===== src/rtl/async_fifo_wr_ctrl_if.sv =====
`default_nettype none
// ============================================================================
// Module      : async_fifo_wr_ctrl_if
// Description : Write-side bundle of the asynchronous FIFO. It carries the
//               push request, the overflow clear, the read-domain Gray pointer,
//               the RAM write port and the write-side status flags.
// Revision    : 1.0 - initial release
// ============================================================================
interface async_fifo_wr_ctrl_if #(
  parameter int ADDR_WIDTH = 4
);

  logic                  wr_req;
  logic                  ovf_clr;
  logic [ADDR_WIDTH:0]   rd_ptr_gray;
  logic                  ram_wr_en;
  logic [ADDR_WIDTH-1:0] ram_wr_addr;
  logic [ADDR_WIDTH:0]   wr_ptr_gray;
  logic                  wr_full;
  logic                  wr_almost_full;
  logic [ADDR_WIDTH:0]   wr_level;
  logic                  wr_overflow;
  logic                  wr_ovf_sticky;

  // Producer / read-domain side: drives requests and the remote pointer
  modport master (
    output wr_req, ovf_clr, rd_ptr_gray,
    input  ram_wr_en, ram_wr_addr, wr_ptr_gray, wr_full, wr_almost_full,
           wr_level, wr_overflow, wr_ovf_sticky
  );

  // Write controller side
  modport slave (
    input  wr_req, ovf_clr, rd_ptr_gray,
    output ram_wr_en, ram_wr_addr, wr_ptr_gray, wr_full, wr_almost_full,
           wr_level, wr_overflow, wr_ovf_sticky
  );

endinterface
`default_nettype wire


===== src/rtl/async_fifo_wr_ctrl.sv =====
`default_nettype none
// ============================================================================
// Module      : async_fifo_wr_ctrl
// Description : Write-domain controller of the asynchronous FIFO. Accepts
//               pushes, drives the RAM write port, keeps binary and Gray
//               write pointers, synchronises the read Gray pointer and derives
//               full / almost-full / level / overflow status.
// Revision    : 1.0 - initial release
// ============================================================================
module async_fifo_wr_ctrl #(
  parameter int ADDR_WIDTH   = 4,
  parameter int AFULL_THRESH = (1 << ADDR_WIDTH) - 2,
  parameter int SYNC_STAGES  = 2
) (
  input  wire logic           wr_clk,
  input  wire logic           wr_rst_n,
  async_fifo_wr_ctrl_if.slave wr_bus
);

  localparam logic [ADDR_WIDTH:0] c_ONE   = (ADDR_WIDTH+1)'(1);
  localparam logic [ADDR_WIDTH:0] c_AFULL = (ADDR_WIDTH+1)'(AFULL_THRESH);

  // Plain reflected-binary encoding
  function automatic logic [ADDR_WIDTH:0] f_bin2gray(input logic [ADDR_WIDTH:0] b);
    return b ^ (b >> 1);
  endfunction

  // Each binary bit is the XOR of all Gray bits at or above it
  function automatic logic [ADDR_WIDTH:0] f_gray2bin(input logic [ADDR_WIDTH:0] g);
    logic [ADDR_WIDTH:0] b;
    b = '0;
    for (int i = 0; i <= ADDR_WIDTH; i++) begin
      b[i] = ^(g >> i);
    end
    return b;
  endfunction

  logic [ADDR_WIDTH:0]                   r_wbin;
  logic [ADDR_WIDTH:0]                   r_wgray;
  logic [SYNC_STAGES-1:0][ADDR_WIDTH:0]  r_sync;
  logic                                  r_ovf;
  logic                                  r_ovf_sticky;

  logic [ADDR_WIDTH:0] w_rq;
  logic [ADDR_WIDTH:0] w_rbin;
  logic [ADDR_WIDTH:0] w_wbin_nxt;
  logic [ADDR_WIDTH:0] w_level;
  logic                w_full;
  logic                w_push;
  logic                w_reject;

  assign w_rq       = r_sync[SYNC_STAGES-1];
  assign w_rbin     = f_gray2bin(w_rq);
  assign w_wbin_nxt = r_wbin + c_ONE;

  // Full when the write pointer is exactly one lap ahead of the synced read
  // pointer; in Gray form that means the top two bits inverted.
  assign w_full   = (r_wgray == {~w_rq[ADDR_WIDTH:ADDR_WIDTH-1], w_rq[ADDR_WIDTH-2:0]});
  assign w_level  = r_wbin - w_rbin;

  // Reset gates the accept path so a request held through reset never writes
  assign w_push   = wr_rst_n & wr_bus.wr_req & ~w_full;
  assign w_reject = wr_bus.wr_req & w_full;

  // Read pointer crosses into wr_clk only through this shift chain
  always_ff @(posedge wr_clk or negedge wr_rst_n) begin
    if (!wr_rst_n) begin
      r_sync <= '0;
    end else begin
      r_sync <= {r_sync[SYNC_STAGES-2:0], wr_bus.rd_ptr_gray};
    end
  end

  // Write pointer advances on each accepted push, Gray copy kept registered
  always_ff @(posedge wr_clk or negedge wr_rst_n) begin
    if (!wr_rst_n) begin
      r_wbin  <= '0;
      r_wgray <= '0;
    end else if (w_push) begin
      r_wbin  <= w_wbin_nxt;
      r_wgray <= f_bin2gray(w_wbin_nxt);
    end
  end

  // One-cycle overflow pulse and sticky flag; a new rejection beats a clear
  always_ff @(posedge wr_clk or negedge wr_rst_n) begin
    if (!wr_rst_n) begin
      r_ovf        <= 1'b0;
      r_ovf_sticky <= 1'b0;
    end else begin
      r_ovf <= w_reject;
      if (w_reject) begin
        r_ovf_sticky <= 1'b1;
      end else if (wr_bus.ovf_clr) begin
        r_ovf_sticky <= 1'b0;
      end
    end
  end

  assign wr_bus.ram_wr_en      = w_push;
  assign wr_bus.ram_wr_addr    = r_wbin[ADDR_WIDTH-1:0];
  assign wr_bus.wr_ptr_gray    = r_wgray;
  assign wr_bus.wr_full        = w_full;
  assign wr_bus.wr_level       = w_level;
  assign wr_bus.wr_almost_full = (w_level >= c_AFULL);
  assign wr_bus.wr_overflow    = r_ovf;
  assign wr_bus.wr_ovf_sticky  = r_ovf_sticky;

endmodule
`default_nettype wire


===== src/flat_wrapper.sv =====
// flat-port wrapper written by rule: the top's interface ports become plain ports
module async_fifo_wr_ctrl_flat 
#(
  parameter int ADDR_WIDTH   = 4,
  parameter int AFULL_THRESH = (1 << ADDR_WIDTH) - 2,
  parameter int SYNC_STAGES  = 2
)
  (wr_clk, wr_rst_n, wr_bus_wr_req, wr_bus_ovf_clr, wr_bus_rd_ptr_gray, wr_bus_ram_wr_en, wr_bus_ram_wr_addr, wr_bus_wr_ptr_gray, wr_bus_wr_full, wr_bus_wr_almost_full, wr_bus_wr_level, wr_bus_wr_overflow, wr_bus_wr_ovf_sticky);
  async_fifo_wr_ctrl_if #(.ADDR_WIDTH(ADDR_WIDTH)) wr_bus_i ();
  input  wire logic wr_clk;
  input  wire logic wr_rst_n;
  input wire logic [$bits(wr_bus_i.wr_req)-1:0] wr_bus_wr_req;
  input wire logic [$bits(wr_bus_i.ovf_clr)-1:0] wr_bus_ovf_clr;
  input wire logic [$bits(wr_bus_i.rd_ptr_gray)-1:0] wr_bus_rd_ptr_gray;
  output wire logic [$bits(wr_bus_i.ram_wr_en)-1:0] wr_bus_ram_wr_en;
  output wire logic [$bits(wr_bus_i.ram_wr_addr)-1:0] wr_bus_ram_wr_addr;
  output wire logic [$bits(wr_bus_i.wr_ptr_gray)-1:0] wr_bus_wr_ptr_gray;
  output wire logic [$bits(wr_bus_i.wr_full)-1:0] wr_bus_wr_full;
  output wire logic [$bits(wr_bus_i.wr_almost_full)-1:0] wr_bus_wr_almost_full;
  output wire logic [$bits(wr_bus_i.wr_level)-1:0] wr_bus_wr_level;
  output wire logic [$bits(wr_bus_i.wr_overflow)-1:0] wr_bus_wr_overflow;
  output wire logic [$bits(wr_bus_i.wr_ovf_sticky)-1:0] wr_bus_wr_ovf_sticky;
  assign wr_bus_i.wr_req = wr_bus_wr_req;
  assign wr_bus_i.ovf_clr = wr_bus_ovf_clr;
  assign wr_bus_i.rd_ptr_gray = wr_bus_rd_ptr_gray;
  assign wr_bus_ram_wr_en = wr_bus_i.ram_wr_en;
  assign wr_bus_ram_wr_addr = wr_bus_i.ram_wr_addr;
  assign wr_bus_wr_ptr_gray = wr_bus_i.wr_ptr_gray;
  assign wr_bus_wr_full = wr_bus_i.wr_full;
  assign wr_bus_wr_almost_full = wr_bus_i.wr_almost_full;
  assign wr_bus_wr_level = wr_bus_i.wr_level;
  assign wr_bus_wr_overflow = wr_bus_i.wr_overflow;
  assign wr_bus_wr_ovf_sticky = wr_bus_i.wr_ovf_sticky;
  async_fifo_wr_ctrl #(.ADDR_WIDTH(ADDR_WIDTH), .AFULL_THRESH(AFULL_THRESH), .SYNC_STAGES(SYNC_STAGES)) u_core (.wr_clk(wr_clk), .wr_rst_n(wr_rst_n), .wr_bus(wr_bus_i));
endmodule

===== config.mk =====
export PLATFORM = sky130hd
export DESIGN_NAME = async_fifo_wr_ctrl_flat
export DESIGN_NICKNAME = d
export VERILOG_FILES = /design/src/rtl/async_fifo_wr_ctrl_if.sv /design/src/rtl/async_fifo_wr_ctrl.sv /design/src/flat_wrapper.sv
export SDC_FILE = /design/constraint.sdc
export NUM_CORES = 1
export LEC_CHECK = 0
export BUFFER_PORTS_ARGS = -buffer_cell sky130_fd_sc_hd__buf_2
export CORE_ASPECT_RATIO = 0.7
export CORE_MARGIN = 4
export CORE_UTILIZATION = 54
export DETAILED_ROUTE_END_ITERATION = 8
export GPL_TIMING_DRIVEN = 0
export MAX_ROUTING_LAYER = met4
export PLACE_DENSITY_LB_ADDON = 0.12
export SYNTH_ARGS = -nofsm -noshare
export SYNTH_HDL_FRONTEND = slang
export SYNTH_SLANG_ARGS = --single-unit

===== constraint.sdc =====
create_clock -name wr_clk -period 5.3 [get_ports wr_clk]
set_input_delay 1.59 -clock wr_clk [delete_from_list [all_inputs] [get_ports wr_clk]]
set_output_delay 1.59 -clock wr_clk [all_outputs]
set_load 0.01 [all_outputs]

==> metrics <==
Chip Width=60.8 um; gpl congestion=0.740; switching power total=0.000324 W; Max clock buf depth=2; antenna violations before repair=0; Slew Limit Fails=0; number of synthesized flops with an enable pin=0; ANT nets after route=0; initial core utilization=56.8%; ys flop type=dfrtp_1; full die area=2730 sq um; data required time at the worst endpoint=3.71 ns; Comb pwr share=59.0%; DR vias=679; Core Footprint=1850 sq um; Cell Int Power=0.000459 W; Clk pwr share=9.8%; asr flop ratio synth=100%; Least-Margin Pin Slew=0.465 ns; drt wl/cell=13.2 um; gr ovfl total=0; period utilization=84.3%; crit path max fanout=3; Placed Area=1220 sq um; syn avg cell area=12.4 sq um; worst rel slew slack=69.0%; Setup violations, final=0; area of the mapped netlist=1050 sq um; critical path type=reg2out; data arrival time of the critical path=2.88 ns; post-layout minimum cycle time=4.47 ns; first-pass GRT wire length=3.11 mm; clock-pin slew on the worst setup and hold paths=0.11 ns; most common cell in the synthesized netlist=dfrtp_1; cell leakage power=0.640 nW; status=completed; Synth Register Bits=21; Layout Nets=132; Synth cell types=25; Vias per Instance=4.92; worst path cell trace=xnor2_2 > xor2_2 > xor2_2 > xnor2_1 > ha_1 > fa_1 > inv_1 > a21o_1 > a21oi_1 > xnor2_1 > a31o_2 > buf_2; cell count after synthesis=85; # Post-CTS Setup Buffers=0; CTS buffer count=3; Tot GR Track Use=17.0%; post-synth top area cell=dfrtp_1; Antenna diodes=0; DR iter-0 viols=12; largest net degree at the start of global routing=23; worst-skew pair later-pin latency=0.31 ns; CTS H-tree depth=1; Layout area overhead=18.1%; crit path launch type=flip-flop; slowest CP cell=dfrtp_1; Rows=13; cts hold-fix bufs=0; setup TNS=0 ns; synth warn=0; post-detail-place hpwl=1.42 mm; clock sink count=21; Die H=45.0 um; share of layout cells above drive strength 1=35.3%; WHS Path Cells=0; RSZ-0062 raised after global routing=no; Pwr per Cell Area=630 nW/um^2; CTS Root Cell=clkbuf_4; Seq pwr share=31.2%; Mapped Nets=100; Post-synth top cells=21 x dfrtp_1, 15 x xnor2_1, 9 x inv_1, 5 x ha_1, 4 x xor2_1; cells on worst reg2reg path=4; Clock Skews=0.00638 ns; vias in the first global route=681; register area share after synthesis=49.9%; slowest stage delay, CP=0.43 ns; Switching Share=41.3%; Final Hold Fails=0; maximum vdd drop=0.446 mV; max-cap check violation count=0; final wirelength=1.82 mm; upper clock frequency limit=0.224 GHz; IO buf count=27; crit end category=output pin; 1st-pass router iterations=4; drc violations=0; Post-CTS Resized=0; top post-synthesis cells by area=dfrtp_1 50%, xnor2_1 12%, ha_1 5.9%; Design Area, Final=1240 sq um; Top-Level Pins=28; CTS tree=built; hold crit path type=reg2reg; post-synth top area share=49.9%
-- area by class of cell --
cell class	count	area [sq um]
Clock buffer	3	22.5
Tap cell	22	27.5
Sequential cell	21	526
Multi-Input combinational cell	53	479
Inverter	9	33.8
Fill cell	156	611
Timing Repair Buffer	27	135
Buffer	2	15.0
Clock inverter	1	5.00
-- metrics by stage --
step / utilization [%] / total power (W) / instances / hold slack, ns / worst slack [ns]
after floorplan: - / 0.000569 / 85 / 0.331 / 1.33
after global placement: 65.6 / 0.000700 / 134 / 0.332 / 1.14
after detailed placement: 65.6 / 0.000712 / 134 / 0.338 / 1.12
after CTS: 67.1 / 0.000794 / 138 / 0.365 / 0.779
after global routing: 67.1 / 0.000855 / 138 / 0.372 / 0.629
final: 67.1 / 0.000783 / 138 / 0.361 / 0.833
-- cells in the final DEF (no fill, tap or decap), types with 2 or more instances in the layout --
cell,instances
clkbuf_4,3
nand2_1,2
xor2_1,4
xnor2_1,15
dfrtp_1,21
xor2_2,2
buf_2,27
a21o_1,3
a21oi_1,3
mux2_4,3
nor2_1,2
and2_1,2
o21ai_0,2
inv_1,9
ha_1,5
-- power groups by stage --
stage / Sequential, W / Clock, W / Combinational, W
floorplan: 0.000258 / 0 / 0.000311
global placement: 0.000245 / 0 / 0.000455
detailed placement: 0.000247 / 0 / 0.000464
CTS: 0.000245 / 0.0000808 / 0.000468
global route: 0.000253 / 0.0000876 / 0.000515
finish: 0.000244 / 0.0000767 / 0.000462
-- final timing paths --
path                                               from                      endpoint  slack (ns)
min in group asynchronous                      wr_rst_n                u_core.w_rq[2]        1.21
hold reg to reg                        u_core.r_sync[0]                u_core.w_rq[0]        0.36
hold / removal                         u_core.r_sync[0]                u_core.w_rq[0]        0.36
setup reg to reg           u_core.wr_bus.wr_ptr_gray[4]  u_core.wr_bus.wr_ptr_gray[1]        3.70
setup / recovery                         u_core.w_rq[4]         wr_bus_wr_almost_full        0.83
max in group asynchronous                      wr_rst_n                u_core.w_rq[0]        3.77
-- registers in the layout, indices dropped and copies added (netlist names) --
register                     flops
u_core.r_sync                    5
u_core.r_wbin                    4
u_core.w_rq                      5
u_core.wr_bus.wr_overflow        1
u_core.wr_bus.wr_ovf_sticky      1
u_core.wr_bus.wr_ptr_gray        5
-- cell families (layout without fill, tap and decap cells) --
family | count (synthesis) | count (layout) | synth area share, %
mux | 3 | 3 | 4.28
buf+inv | 11 | 42 | 4.63
compound gates | 12 | 12 | 7.48
flops | 21 | 21 | 49.9
xor+xnor | 22 | 22 | 20.4
simple gates | 10 | 10 | 5.46
fa+ha+maj | 6 | 6 | 7.84
-- worst max-delay path, delay by kind of cell, from the launching register on --
kind	cells	cell delay, ns
xor gates and xnor gates	5	0.93
adders and majority gates	2	0.61
DFF	1	0.43
AOI/OAI and AO/OA	3	0.39
buffers and inverters	2	0.20
-- layer usage --
layer  global-route usage [%]  wire length, um
met5                        -                0
met4                     7.79               36
met3                     6.00              129
met2                     23.5              797
met1                     22.3              855
Power figures use the tool's default switching activity.
